### config.mk
export PLATFORM = sky130hd
export DESIGN_NAME = ysyx_23060191_wb_ctrl
export DESIGN_NICKNAME = d
export VERILOG_FILES = /design/src/rtl/ysyx_23060191_pkg.sv /design/src/rtl/ysyx_23060191_instret_cnt.sv /design/src/rtl/ysyx_23060191_wb_ctrl.sv
export SDC_FILE = /design/constraint.sdc
export NUM_CORES = 1
export LEC_CHECK = 0
export CAP_MARGIN = 30
export CORE_MARGIN = 8
export CORE_UTILIZATION = 43
export DETAILED_ROUTE_END_ITERATION = 10
export GPL_TIMING_DRIVEN = 0
export PLACE_DENSITY = 0.8
export SYNTH_ARGS = -nofsm -noshare
export SYNTH_HDL_FRONTEND = slang
export SYNTH_SLANG_ARGS = --single-unit
export TNS_END_PERCENT = 20
### constraint.sdc
create_clock -name clk -period 7.7 [get_ports clk]
set_input_delay 1.925 -clock clk [delete_from_list [all_inputs] [get_ports clk]]
set_output_delay 1.925 -clock clk [all_outputs]
set_load 0.02 [all_outputs]
### src/rtl/ysyx_23060191_pkg.sv
// Shared definitions for the NPC writeback path.
// Datapath and port widths, writeback FSM state encoding, small helpers.
// Imported by the writeback controller and its retire counter.
package ysyx_23060191_pkg;

  localparam int CPU_WIDTH  = 32;
  localparam int RF_ADDR_W  = 5;
  localparam int CSR_ADDR_W = 12;
  localparam int INSTRET_W  = 64;

  // Writeback FSM encoding; the fourth code is never entered and behaves as IDLE.
  localparam logic [1:0] WB_IDLE     = 2'd0;
  localparam logic [1:0] WB_WAIT_LSU = 2'd1;
  localparam logic [1:0] WB_COMMIT   = 2'd2;

  typedef enum logic [1:0] {
    S_IDLE     = WB_IDLE,
    S_WAIT_LSU = WB_WAIT_LSU,
    S_COMMIT   = WB_COMMIT
  } wb_state_e;

  // x0 is hardwired to zero, so a write there is dropped at the port.
  function automatic logic gpr_write_allowed(input logic wen, input logic [RF_ADDR_W-1:0] rd);
    return wen && (rd != '0);
  endfunction

endpackage

### src/rtl/ysyx_23060191_instret_cnt.sv
// Retired-instruction counter: 64-bit, wraps to zero after all-ones.
// Latency: count visible the cycle after an enabled edge.
// No backpressure; increments whenever inc_en_i is high at a rising edge.
module ysyx_23060191_instret_cnt
  import ysyx_23060191_pkg::*;
(
  input  logic                 clk,
  input  logic                 rst,
  input  logic                 inc_en_i,
  output logic [INSTRET_W-1:0] cnt_o
);

  logic [INSTRET_W-1:0] cnt_q;
  logic [INSTRET_W-1:0] cnt_d;

  // Next count: natural modulo-2^64 increment when enabled.
  always_comb begin
    cnt_d = cnt_q;
    if (inc_en_i) begin
      cnt_d = cnt_q + {{(INSTRET_W-1){1'b0}}, 1'b1};
    end
  end

  // Count register, cleared by reset.
  always_ff @(posedge clk or posedge rst) begin
    if (rst) begin
      cnt_q <= '0;
    end else begin
      cnt_q <= cnt_d;
    end
  end

  assign cnt_o = cnt_q;

endmodule

### src/rtl/ysyx_23060191_wb_ctrl.sv
// Writeback controller: takes one finished instruction from EXU, waits for LSU data on loads, then commits once.
// Latency: non-load commits the cycle after accept; load commits the cycle after lsu_rvalid is taken.
// Backpressure: exu_ready only in IDLE, lsu_rready only in WAIT_LSU; all write-port outputs come from registers.
module ysyx_23060191_wb_ctrl
  import ysyx_23060191_pkg::*;
(
  input  logic                  clk,
  input  logic                  rst,
  input  logic                  exu_valid,
  output logic                  exu_ready,
  input  logic [CPU_WIDTH-1:0]  exu_res,
  input  logic [RF_ADDR_W-1:0]  exu_rd,
  input  logic                  exu_rd_wen,
  input  logic                  load_en,
  input  logic                  csr_res_en,
  input  logic [CSR_ADDR_W-1:0] csr_addr,
  input  logic [CPU_WIDTH-1:0]  csr_res,
  input  logic                  lsu_rvalid,
  input  logic [CPU_WIDTH-1:0]  lsu_rdata,
  output logic                  lsu_rready,
  output logic                  rf_wen,
  output logic [RF_ADDR_W-1:0]  rf_waddr,
  output logic [CPU_WIDTH-1:0]  rf_wdata,
  output logic                  csr_wen,
  output logic [CSR_ADDR_W-1:0] csr_waddr,
  output logic [CPU_WIDTH-1:0]  csr_wdata,
  output logic                  commit,
  output logic [INSTRET_W-1:0]  instret
);

  wb_state_e state_q;
  wb_state_e state_d;

  logic                  accept;
  logic                  lsu_take;

  logic [RF_ADDR_W-1:0]  rd_q;
  logic                  rd_wen_q;
  logic [CPU_WIDTH-1:0]  rd_data_q;
  logic                  csr_en_q;
  logic [CSR_ADDR_W-1:0] csr_addr_q;
  logic [CPU_WIDTH-1:0]  csr_data_q;

  // State register; reset abandons any in-flight instruction.
  always_ff @(posedge clk or posedge rst) begin
    if (rst) begin
      state_q <= S_IDLE;
    end else begin
      state_q <= state_d;
    end
  end

  // Next-state and handshake decode; handshakes depend on state only, never on inputs.
  always_comb begin
    state_d    = state_q;
    exu_ready  = 1'b0;
    lsu_rready = 1'b0;
    commit     = 1'b0;
    accept     = 1'b0;
    lsu_take   = 1'b0;
    case (state_q)
      S_WAIT_LSU: begin
        lsu_rready = 1'b1;
        if (lsu_rvalid) begin
          lsu_take = 1'b1;
          state_d  = S_COMMIT;
        end
      end
      S_COMMIT: begin
        commit  = 1'b1;
        state_d = S_IDLE;
      end
      default: begin
        // IDLE, and the unused code which is treated identically.
        exu_ready = 1'b1;
        if (exu_valid) begin
          accept  = 1'b1;
          state_d = load_en ? S_WAIT_LSU : S_COMMIT;
        end
      end
    endcase
  end

  // Instruction capture: control/CSR fields at accept, rd data from EXU (non-load) or LSU (load).
  always_ff @(posedge clk or posedge rst) begin
    if (rst) begin
      rd_q       <= '0;
      rd_wen_q   <= 1'b0;
      rd_data_q  <= '0;
      csr_en_q   <= 1'b0;
      csr_addr_q <= '0;
      csr_data_q <= '0;
    end else begin
      if (accept) begin
        rd_q       <= exu_rd;
        rd_wen_q   <= exu_rd_wen;
        csr_en_q   <= csr_res_en;
        csr_addr_q <= csr_addr;
        csr_data_q <= csr_res;
        // A load's ALU result is an address, not rd data; leave the old value until LSU answers.
        if (!load_en) begin
          rd_data_q <= exu_res;
        end
      end
      if (lsu_take) begin
        rd_data_q <= lsu_rdata;
      end
    end
  end

  assign rf_wen    = commit && gpr_write_allowed(rd_wen_q, rd_q);
  assign rf_waddr  = rd_q;
  assign rf_wdata  = rd_data_q;
  assign csr_wen   = commit && csr_en_q;
  assign csr_waddr = csr_addr_q;
  assign csr_wdata = csr_data_q;

  // Count on the edge that enters COMMIT so the new total is visible alongside the commit pulse.
  ysyx_23060191_instret_cnt u_instret (
    .clk      (clk),
    .rst      (rst),
    .inc_en_i (state_d == S_COMMIT),
    .cnt_o    (instret)
  );

endmodule
==> flow_summary.toml <==
[placed_design]
gp_congestion = 0.931
hpwl_um = 16000
portBuffers = 269
dp_cells = 1008

[logic_synthesis]
synth_ff_type = "dfrtp_1"
synth_nets = 673
synth_cells = 550
synth_area_per_cell_um2 = 11.9
synth_edf_count = 0
syn-cell-area_um2 = 6530
synth_top_area_share_pct = 57.1
synth-seq-area-share_pct = 57.1
ys_seq_elements = 149
ys_warn_count = 0
ys_top_cells_by_area = "dfrtp_1, mux2_2, mux2i_1"
synthArstFlopShare_pct = 100
synth_top_cell_by_area = "dfrtp_1"
synth.distinct_cells = 36

[power_and_ir_drop]
pwr_density_cell_nw_per_um2 = 354
worst_ir_drop_vdd_mv = 0.173
power.total_mw = 3.58
p_leak_nw = 4.44

[layout]
fill_cells = 1120
fin_nets = 962
multiInputGateArea_um2 = 2710
synthToLayoutAreaGrowth_pct = 55.0
fin_cells = 1039
diodes = 0
regArea_um2 = 3730
drive_above_1_share_pct = 11.6

[clocking]
cts_hold_buf = 0
cts_buffer_depth = 2
clk_latency_ns = 0.42
cts_root_buffer = "clkbuf_16"
cts_sinks = 149
cts_resized = 0
clk_pin_slew_worst_paths_ns = 0.06
cts_made_buffers = 17
h-tree-depth = 4
cts_tree = "built"
post_cts_buffers = 0

[setup_path]
end_kind = "output port"
cp_slowest_cell = "clkdlybuf4s50_1"
r2r_cells = 8
timing.rr.end = "u_instret.cnt_o[51]"
cp-start-kind = "flip-flop"
rrSetupSlack_ns = 4.91
critical_path.max_stage_delay_ns = 0.55
critPathArrivalTime_ns = 2.13
crit_chain = "or3_1, o311a_1, clkdlybuf4s50_1"
critPathMaxFanout = 3
reg2reg_from = "state_q[0]"
critPathKind = "flip-flop to output port"
worstPathRequired_ns = 5.78

[drt]
drc = 0
totalWireLength_um = 20600
via_per_inst = 5.20
via_count = 5406
first_pass_iters = 4
avgRoutedWirePerCell_um = 19.8
first_iter_violations = 287
ant_nets = 0

[timing]
maxSlewViolCount = 0
final.min_clock_period_ns = 4.06
finalSetupViolCount = 0
fin_crit_sh_pct = 52.7
fmax_ghz = 0.247
relSlewSlack_pct = 51.7
skew_ns = 0.00740
hold_violations = 0
tightest_slew_ns = 0.724
rsz0062_at_grt = "no"

[worst_hold_path]
hold_start = "u_instret.cnt_o[63]"
whs_path_depth = 1
min_path_type = "flip-flop to flip-flop"
holdPathEnd = "u_instret.cnt_o[63]"

[flow_run]
timing.max_cap.violations = 0

[floorplanning]
core_um2 = 15000
num_io_pins = 270
initial_core_util_pct = 43.4
die_area_um2 = 19400
die_w_um = 139
rows = 45
die_h_um = 139

[global_route]
grt_pass1_wl_um = 32900
grt_max_degree = 87
grt_overflow = 0
track_usage_pct = 21.5
grt_pass1_vias = 5948
antenna_found_initial = 0

[outcome]
status = "finished clean"
## Yosys cell counts (2+ instances only)
master / n
dfrtp_1: 149
nor2_1: 63
mux2_2: 53
xor2_1: 34
a21oi_1: 32
mux2i_1: 32
nand4_1: 29
xnor2_1: 29
nand2_1: 27
nand3_1: 20
nor3_1: 13
and3_1: 10
clkbuf_1: 10
and4_1: 7
inv_1: 6
buf_1: 5
nor4_1: 4
or2_2: 4
ha_1: 3
and2_1: 2
nor4_2: 2
or3_1: 2
## critical path: cells and delay by family, from the launching register on
family                 cells  cell delay [ns]
AO/OA/AOI/OAI              1             0.31
buffers and inverters      1             0.55
flip-flops                 1             0.42
AND/OR/NAND/NOR            1             0.42
## layout make-up
type                       instances  share of cell area (%)
clock inverter                    11                    1.71
timing repair buffer             270                    26.9
sequential                       149                    36.9
inverter                           6                   0.272
clock buffer                      20                    4.52
buffer                            16                   0.606
tap                              188                    2.33
multi-input combinational        379                    26.8
## cell usage in the layout (no fill, tap or decap), types with 2 or more instances in the layout
master / n
nand3_1: 20
nor4_2: 2
mux2i_1: 32
buf_1: 5
xor2_1: 34
xnor2_1: 29
clkbuf_16: 17
ha_1: 3
nand4_1: 29
clkdlybuf4s50_1: 269
nor3_1: 13
inv_1: 5
nor4_1: 4
nand2_1: 27
dfrtp_1: 149
a21oi_1: 32
nor2_1: 63
mux2_2: 53
bufinv_16: 4
and2_1: 2
inv_6: 4
and3_1: 10
and4_1: 7
clkbuf_8: 2
or3_1: 2
or2_2: 4
clkbuf_1: 11
clkinv_2: 2
## power by group
part | switching, mW | leakage [nW] | internal (mW) | total [mW]
sequential | 0.141 | 1.86 | 1.03 | 1.17
combinational | 0.774 | 2.28 | 0.748 | 1.52
clock | 0.324 | 0.307 | 0.560 | 0.884
## routing by layer
| metal | global-route usage, % | wire [µm] | vias to the layer above |
|---|---|---|---|
| li1 | - | - | 2507 |
| met1 | 23.3 | 7960 | 2649 |
| met2 | 37.4 | 10500 | 215 |
| met3 | 7.95 | 1560 | 35 |
| met4 | 8.84 | 562 | 0 |
| met5 | 0 | 0 | - |
## flip-flops by register name (all words and copies together) (netlist names)
register / flops
csr_en_q: 1
csr_waddr: 12
csr_wdata: 32
rd_wen_q: 1
rf_waddr: 5
rf_wdata: 32
state_q: 2
u_instret.cnt_o: 64
## per-stage QoR
step / setup TNS (ns) / utilization (%) / area (µm²) / worst slack (ns) / hold WS (ns)
4_1_cts: 0 / 67.3 / 10100 / 3.61 / 0.501
3_5_place_dp: 0 / 63.1 / 9490 / 3.39 / 0.489
5_1_grt: 0 / 67.3 / 10100 / 3.60 / 0.509
6_report: 0 / 67.3 / 10100 / 3.64 / 0.499
3_3_place_gp: -0.920 / 62.9 / 9450 / -0.0137 / 0.459
2_1_floorplan: 0 / - / 6530 / 1.77 / 0.471
## cells by family (layout without fill, tap and decap cells)
family          Yosys count  count (layout)  share of synthesized area [%]
compound gates           35              35                           2.91
xor+xnor                 63              63                           8.46
fa+ha+maj                 3               3                          0.575
buf+inv                  22             323                           1.28
flops                   149             149                           57.1
mux                      85              85                           14.1
simple gates            193             193                           15.6
## worst max path at each step
stage / start / end / depth (start not counted)
3_5_place_dp: exu_valid / u_instret.cnt_o[51] / 7
5_1_grt: rf_waddr[3] / rf_wen / 3
4_1_cts: rf_waddr[3] / rf_wen / 3
3_3_place_gp: rst / u_instret.cnt_o[18] / 2
2_1_floorplan: rst / csr_en_q / 1
6_report: rf_waddr[3] / rf_wen / 3
(Power assumes the default switching activity.)
